===== src/rtl/arm_data_mem_responder_if.sv =====
// Signal bundle between the ARM core data port, the log-draining host and the
// data-memory responder. The responder uses the slave view.
interface arm_data_mem_responder_if #(
  parameter int BusWidth = 32
);
  logic [BusWidth-1:0] Address;
  logic [BusWidth-1:0] Write_Data;
  logic                Mem_Write;
  logic [BusWidth-1:0] Read_Data;
  logic                Bus_Error;
  logic [1:0]          Status;
  logic                Timed_Out;
  logic                Log_Valid;
  logic [BusWidth-1:0] Log_Addr;
  logic [BusWidth-1:0] Log_Data;
  logic                Log_Pop;
  logic                Log_Overflow;

  modport slave (
    input  Address, Write_Data, Mem_Write, Log_Pop,
    output Read_Data, Bus_Error, Status, Timed_Out,
           Log_Valid, Log_Addr, Log_Data, Log_Overflow
  );

  modport master (
    output Address, Write_Data, Mem_Write, Log_Pop,
    input  Read_Data, Bus_Error, Status, Timed_Out,
           Log_Valid, Log_Addr, Log_Data, Log_Overflow
  );
endinterface


===== src/rtl/arm_data_mem_responder.sv =====
// Data-side RAM for the single-cycle ARM core, with a pass/fail store checker,
// watchdog and a store-log FIFO drained through a valid/pop handshake.
module arm_data_mem_responder #(
  parameter int BusWidth   = 32,
  parameter int DEPTH      = 64,
  parameter int PASS_ADDR  = 100,
  parameter int PASS_VALUE = 7,
  parameter int TIMEOUT    = 1000,
  parameter int LOG_DEPTH  = 8
) (
  input logic                     CLK,
  input logic                     RESET,
  arm_data_mem_responder_if.slave bus
);
  localparam int AW = $clog2(DEPTH);
  localparam int LW = $clog2(LOG_DEPTH);
  localparam int CW = LW + 1;
  localparam int WW = $clog2(TIMEOUT) + 1;
  localparam logic [BusWidth-1:0] MEM_BYTES = BusWidth'(4 * DEPTH);
  localparam logic [BusWidth-1:0] PASS_A    = BusWidth'(PASS_ADDR);
  localparam logic [BusWidth-1:0] PASS_D    = BusWidth'(PASS_VALUE);
  localparam logic [WW-1:0]       WD_LAST   = WW'(TIMEOUT - 1);
  localparam logic [CW-1:0]       LOG_FULL  = CW'(LOG_DEPTH);

  typedef enum logic [1:0] {
    ST_IDLE = 2'd0,
    ST_RUN  = 2'd1,
    ST_PASS = 2'd2,
    ST_FAIL = 2'd3
  } state_t;

  function automatic logic addr_ok(input logic [BusWidth-1:0] a);
    return (a[1:0] == 2'b00) && (a < MEM_BYTES);
  endfunction

  // RAM and address decode
  logic [BusWidth-1:0] r_mem [DEPTH];
  logic [AW-1:0]       w_idx;
  logic                w_addr_ok;
  logic                w_store_ok;
  logic                w_pass_store;
  logic [BusWidth-1:0] w_rd_data;

  // checker FSM and flags
  state_t        r_state;
  state_t        w_state_nxt;
  logic [WW-1:0] r_wd;
  logic [WW-1:0] w_wd_nxt;
  logic          w_timeout_set;
  logic          r_timed_out;
  logic          r_bus_err;
  logic          w_bus_err_set;

  // store log
  logic [BusWidth-1:0] r_log_addr_mem [LOG_DEPTH];
  logic [BusWidth-1:0] r_log_data_mem [LOG_DEPTH];
  logic [LW-1:0]       r_wr_ptr;
  logic [LW-1:0]       r_rd_ptr;
  logic [LW-1:0]       w_rd_ptr_nxt;
  logic [CW-1:0]       r_count;
  logic [CW-1:0]       w_count_after_pop;
  logic [CW-1:0]       w_count_nxt;
  logic                w_full;
  logic                w_pop;
  logic                w_push;
  logic                w_ovf_set;
  logic                r_log_valid;
  logic [BusWidth-1:0] r_log_addr;
  logic [BusWidth-1:0] r_log_data;
  logic                w_head_valid_nxt;
  logic [BusWidth-1:0] w_head_addr_nxt;
  logic [BusWidth-1:0] w_head_data_nxt;
  logic                r_ovf;

  assign w_idx        = bus.Address[AW+1:2];
  assign w_addr_ok    = addr_ok(bus.Address);
  assign w_store_ok   = bus.Mem_Write && w_addr_ok;
  assign w_pass_store = bus.Mem_Write && (bus.Address == PASS_A);

  always_comb begin
    w_rd_data = '0;
    if (w_addr_ok) begin
      w_rd_data = r_mem[w_idx];
    end else begin
      w_rd_data = '0;
    end
  end

  // RAM keeps its contents across RESET; a store in the reset cycle still lands
  always_ff @(posedge CLK) begin
    if (w_store_ok) begin
      r_mem[w_idx] <= bus.Write_Data;
    end
  end

  assign w_bus_err_set = !w_addr_ok && (bus.Mem_Write || (r_state == ST_RUN));

  always_ff @(posedge CLK) begin
    if (RESET) begin
      r_bus_err <= 1'b0;
    end else if (w_bus_err_set) begin
      r_bus_err <= 1'b1;
    end
  end

  always_ff @(posedge CLK) begin
    if (RESET) begin
      r_state     <= ST_IDLE;
      r_wd        <= '0;
      r_timed_out <= 1'b0;
    end else begin
      r_state     <= w_state_nxt;
      r_wd        <= w_wd_nxt;
      r_timed_out <= r_timed_out | w_timeout_set;
    end
  end

  // a PASS_ADDR store outranks watchdog expiry in the same cycle
  always_comb begin
    w_state_nxt   = r_state;
    w_wd_nxt      = r_wd;
    w_timeout_set = 1'b0;
    case (r_state)
      ST_IDLE: begin
        w_state_nxt = ST_RUN;
      end
      ST_RUN: begin
        if (r_wd != WD_LAST) begin
          w_wd_nxt = r_wd + WW'(1);
        end else begin
          w_wd_nxt = r_wd;
        end
        if (w_pass_store) begin
          w_state_nxt = (bus.Write_Data == PASS_D) ? ST_PASS : ST_FAIL;
        end else if (r_wd == WD_LAST) begin
          w_state_nxt   = ST_FAIL;
          w_timeout_set = 1'b1;
        end else begin
          w_state_nxt = ST_RUN;
        end
      end
      ST_PASS: begin
        w_state_nxt = ST_PASS;
      end
      ST_FAIL: begin
        w_state_nxt = ST_FAIL;
      end
      default: begin
        w_state_nxt = ST_IDLE;
      end
    endcase
  end

  always_comb begin
    w_full            = (r_count == LOG_FULL);
    w_pop             = bus.Log_Pop && r_log_valid;
    w_push            = w_store_ok && (!w_full || w_pop);
    w_ovf_set         = w_store_ok && w_full && !w_pop;
    w_rd_ptr_nxt      = w_pop ? (r_rd_ptr + LW'(1)) : r_rd_ptr;
    w_count_after_pop = w_pop ? (r_count - CW'(1)) : r_count;
    w_count_nxt       = w_push ? (w_count_after_pop + CW'(1)) : w_count_after_pop;
    w_head_valid_nxt  = (w_count_nxt != '0);
    // the entry being pushed becomes the head when nothing older remains
    if (!w_head_valid_nxt) begin
      w_head_addr_nxt = '0;
      w_head_data_nxt = '0;
    end else if (w_push && (w_count_after_pop == '0)) begin
      w_head_addr_nxt = bus.Address;
      w_head_data_nxt = bus.Write_Data;
    end else begin
      w_head_addr_nxt = r_log_addr_mem[w_rd_ptr_nxt];
      w_head_data_nxt = r_log_data_mem[w_rd_ptr_nxt];
    end
  end

  always_ff @(posedge CLK) begin
    if (w_push && !RESET) begin
      r_log_addr_mem[r_wr_ptr] <= bus.Address;
      r_log_data_mem[r_wr_ptr] <= bus.Write_Data;
    end
  end

  always_ff @(posedge CLK) begin
    if (RESET) begin
      r_wr_ptr    <= '0;
      r_rd_ptr    <= '0;
      r_count     <= '0;
      r_log_valid <= 1'b0;
      r_log_addr  <= '0;
      r_log_data  <= '0;
      r_ovf       <= 1'b0;
    end else begin
      r_wr_ptr    <= w_push ? (r_wr_ptr + LW'(1)) : r_wr_ptr;
      r_rd_ptr    <= w_rd_ptr_nxt;
      r_count     <= w_count_nxt;
      r_log_valid <= w_head_valid_nxt;
      r_log_addr  <= w_head_addr_nxt;
      r_log_data  <= w_head_data_nxt;
      r_ovf       <= r_ovf | w_ovf_set;
    end
  end

  assign bus.Read_Data    = w_rd_data;
  assign bus.Bus_Error    = r_bus_err;
  assign bus.Status       = r_state;
  assign bus.Timed_Out    = r_timed_out;
  assign bus.Log_Valid    = r_log_valid;
  assign bus.Log_Addr     = r_log_addr;
  assign bus.Log_Data     = r_log_data;
  assign bus.Log_Overflow = r_ovf;
endmodule


===== src/flat_wrapper.sv =====
// flat-port wrapper written by rule: the top's interface ports become plain ports
module arm_data_mem_responder_flat 
#(
  parameter int BusWidth   = 32,
  parameter int DEPTH      = 64,
  parameter int PASS_ADDR  = 100,
  parameter int PASS_VALUE = 7,
  parameter int TIMEOUT    = 1000,
  parameter int LOG_DEPTH  = 8
)
  (CLK, RESET, bus_Address, bus_Write_Data, bus_Mem_Write, bus_Log_Pop, bus_Read_Data, bus_Bus_Error, bus_Status, bus_Timed_Out, bus_Log_Valid, bus_Log_Addr, bus_Log_Data, bus_Log_Overflow);
  arm_data_mem_responder_if #(.BusWidth(BusWidth)) bus_i ();
  input logic CLK;
  input logic RESET;
  input wire logic [$bits(bus_i.Address)-1:0] bus_Address;
  input wire logic [$bits(bus_i.Write_Data)-1:0] bus_Write_Data;
  input wire logic [$bits(bus_i.Mem_Write)-1:0] bus_Mem_Write;
  input wire logic [$bits(bus_i.Log_Pop)-1:0] bus_Log_Pop;
  output wire logic [$bits(bus_i.Read_Data)-1:0] bus_Read_Data;
  output wire logic [$bits(bus_i.Bus_Error)-1:0] bus_Bus_Error;
  output wire logic [$bits(bus_i.Status)-1:0] bus_Status;
  output wire logic [$bits(bus_i.Timed_Out)-1:0] bus_Timed_Out;
  output wire logic [$bits(bus_i.Log_Valid)-1:0] bus_Log_Valid;
  output wire logic [$bits(bus_i.Log_Addr)-1:0] bus_Log_Addr;
  output wire logic [$bits(bus_i.Log_Data)-1:0] bus_Log_Data;
  output wire logic [$bits(bus_i.Log_Overflow)-1:0] bus_Log_Overflow;
  assign bus_i.Address = bus_Address;
  assign bus_i.Write_Data = bus_Write_Data;
  assign bus_i.Mem_Write = bus_Mem_Write;
  assign bus_i.Log_Pop = bus_Log_Pop;
  assign bus_Read_Data = bus_i.Read_Data;
  assign bus_Bus_Error = bus_i.Bus_Error;
  assign bus_Status = bus_i.Status;
  assign bus_Timed_Out = bus_i.Timed_Out;
  assign bus_Log_Valid = bus_i.Log_Valid;
  assign bus_Log_Addr = bus_i.Log_Addr;
  assign bus_Log_Data = bus_i.Log_Data;
  assign bus_Log_Overflow = bus_i.Log_Overflow;
  arm_data_mem_responder #(.BusWidth(BusWidth), .DEPTH(DEPTH), .PASS_ADDR(PASS_ADDR), .PASS_VALUE(PASS_VALUE), .TIMEOUT(TIMEOUT), .LOG_DEPTH(LOG_DEPTH)) u_core (.CLK(CLK), .RESET(RESET), .bus(bus_i));
endmodule

===== config.mk =====
export PLATFORM = sky130hd
export DESIGN_NAME = arm_data_mem_responder_flat
export DESIGN_NICKNAME = d
export VERILOG_FILES = /design/src/rtl/arm_data_mem_responder_if.sv /design/src/rtl/arm_data_mem_responder.sv /design/src/flat_wrapper.sv
export SDC_FILE = /design/constraint.sdc
export NUM_CORES = 2
export LEC_CHECK = 0
export CAP_MARGIN = 10
export CORE_MARGIN = 1.5
export CORE_UTILIZATION = 35
export DETAILED_ROUTE_END_ITERATION = 16
export SKIP_CTS_REPAIR_TIMING = 1
export SLEW_MARGIN = 0
export SYNTH_ARGS = -nofsm -noshare
export SYNTH_HDL_FRONTEND = slang
export SYNTH_SLANG_ARGS = --single-unit

===== constraint.sdc =====
create_clock -name CLK -period 15.5 [get_ports CLK]
set_clock_uncertainty 0.15 [all_clocks]
set_input_delay 4.65 -clock CLK [delete_from_list [all_inputs] [get_ports CLK]]
set_output_delay 4.65 -clock CLK [all_outputs]
set_load 0.03 [all_outputs]

==> metrics.yaml <==
hold_violations: 0
drtPass1Iterations: 8
syn_area_um2: 102000
worstSkewPairLatency_ns: 0.86
wire_per_inst_um: 33.25
hpwlAfterDp_mm: 197.0
setup_viol: 0
ctsLongestPathBuffers: 4
critPathMaxFanout: 24
num_vias: 61020
tns_ns: 0
leakagePower_nw: 36.91
syn_nets: 5952
fin_crit_ns: 14.45
regArea_um2: 78700
grt_pass1_vias: 57330
startpoint_type: "input pin"
io_buffers: 169
synthArstFlopShare_pct: 0
via_per_inst: 5.913
ys.flop_type: "edfxtp_1"
r2r_setup_slack_ns: 11.57
multi_input_area_um2: 21700
power_density_nw_per_um2: 134.3
synthTopCellsByArea: "edfxtp_1 (75%), mux4_2 (3.0%), mux2i_1 (2.8%)"
grt_max_degree: 107
layout-drive-gt1-share_pct: 17.79
ir_worst_vdd_v: 0.00008553
worst_pin_slew_ns: 1.478
cts_tree: "yes"
grt.overflow.total: 0
drtIter0Drc: 10490
cts.sinks: 2651
die_w_um: 543.0
numCtsBuffers: 274
rows: 198
synth_top_cell_by_area: "edfxtp_1"
cts_max_level: 5
rsz0062_at_grt: "false"
track_usage_pct: 22.60
gp_congestion: 0.9569
hp-class: "reg2reg"
final_nets: 6285
cp.required_ns: 10.70
ys_seq_area_share_pct: 77.12
synth_cell_types: 89
fin_area_um2: 117500
coreArea_um2: 290600
syn_avg_cell_area_um2: 17.36
yosysWarnings: 0
synth_top_area_share_pct: 75.33
finalCritPeriodShare_pct: 93.23
arrival_ns: 9.65
critical_path_class: "in2out"
antenna_found_initial: 31
cts_root_buffer: "clkbuf_16"
slew_headroom_pct: 1.135
synth-edff-count: 2560
io_pins: 170
slew_violations: 0
ys_seq_elements: 2651
area_growth_pct: 15.12
grt_pass1_wl_mm: 467.2
status: "finished with violations"
die_h_um: 543.0
dieArea_um2: 294800
fmax_ghz: 0.06920
postSynthCellCount: 5877
ant_nets: 0
fillers: 25910
start_util_pct: 35.12
post-route-drc-count: 0
route.final.wire_length_mm: 343.1
max_cap_violations: 1
clk_pin_slew_ns: 0.06
worst_setup_path_end_kind: "output port"
violations: "max-capacitance violations"
dpl_cell_area_um2: 109100
[registers in the layout, indices dropped and copies added (netlist names)]
register / cells
u_core.r_mem: 2048
u_core.r_log_addr_mem: 256
u_core.r_log_data_mem: 256
u_core.bus.Log_Addr: 32
u_core.bus.Log_Data: 32
u_core.r_wd: 11
u_core.r_count: 4
u_core.r_rd_ptr: 3
u_core.r_wr_ptr: 3
u_core.bus.Status: 2
u_core.bus.Bus_Error: 1
u_core.bus.Log_Overflow: 1
u_core.bus.Log_Valid: 1
u_core.bus.Timed_Out: 1
[critical path: stages]
cell,delay (ns)
buf_2,0.60
buf_4,0.52
nand2b_1,0.69
nor2_1,1.37
a311oi_1,0.50
o221ai_1,0.38
a21oi_1,0.21
clkdlybuf4s50_1,0.64
[cell type report]
type	instances	share of cell area (%)
Sequential cell	2651	66.99
Clock inverter	140	0.9735
Antenna cell	7	0.01491
Timing Repair Buffer	438	3.192
Multi-Input combinational cell	2833	18.47
Tap cell	3900	4.154
Clock buffer	338	6.163
Inverter	12	0.04473
[placed cells by master (no fill, tap or decap), types with 19 or more instances in the layout]
master	count
nor3_1	54
a22oi_1	24
clkbuf_16	277
mux4_2	136
edfxtp_1	2560
a32oi_1	21
mux4_1	21
a222oi_1	28
and3_1	43
nor2_4	67
clkinv_2	38
a21oi_1	196
buf_4	287
mux2i_1	290
clkinv_1	62
clkbuf_1	53
a221oi_1	44
nand2_1	469
o221ai_1	146
o21ai_0	134
nor2_1	183
clkdlybuf4s50_1	121
nor4_1	19
nand4_1	21
nand3_1	174
mux2_2	188
a211oi_1	30
o22ai_1	338
dfxtp_1	91
[cells by family after synthesis]
group | share of synthesized area, %
AND/OR/NAND/NOR | 4.786
flip-flops | 77.12
XOR/XNOR | 0.1950
buffers and inverters | 2.301
multiplexers | 8.476
AO/OA/AOI/OAI | 7.037
adder cells (fa/ha/maj) | 0.08583
[cell usage after synthesis (31+ instances only)]
library cell and n:
edfxtp_1 2560, nand2_1 473, o22ai_1 338, mux2i_1 290, nor2_1 256, a21oi_1 196
mux2_2 188, nand3_1 174, o221ai_1 146, mux4_2 136, o21ai_0 134, buf_2 131
clkbuf_1 122, dfxtp_1 91, nor3_1 59, buf_4 52, a221oi_1 45, and3_1 44
buf_6 36, a211oi_1 31
[layer usage]
layer | routed length (um) | share of wire, % | global-route usage, %
met1 | 132600 | 39 | 31.37
met2 | 148000 | 43 | 33.11
met3 | 46460 | 14 | 6.541
met4 | 15980 | 4.7 | 9.315
met5 | 54 | 0.016 | 0
[worst paths after layout]
kind                                  end               startpoint  cells after the start
setup / recovery        bus_Read_Data[20]           bus_Address[7]                      8
hold / removal    u_core.bus.Log_Overflow  u_core.bus.Log_Overflow                      2
setup reg to reg   u_core.bus.Log_Data[4]     u_core.bus.Log_Valid                      9
hold reg to reg   u_core.bus.Log_Overflow  u_core.bus.Log_Overflow                      2
[stage by stage]
step                      power (mW)  setup WS [ns]  utilization (%)  hold slack [ns]  instances
after floorplan                8.880          2.587                -           0.3083       5877
after global placement         9.562         0.5887            37.52           0.3062       9829
after detailed placement       9.581          1.443            37.53           0.3225       9833
after CTS                      15.79          1.434            40.42           0.3382      10310
after global routing           16.14          1.354            40.42           0.3620      10310
final                          15.78          1.049            40.43           0.3273      10320
[power by group]
group / internal [mW] / switching (mW)
clock: 3.56 / 2.75
sequential: 7.92 / 0.0325
combinational: 0.434 / 1.08
No activity file was read; power rests on OpenSTA's default activity.
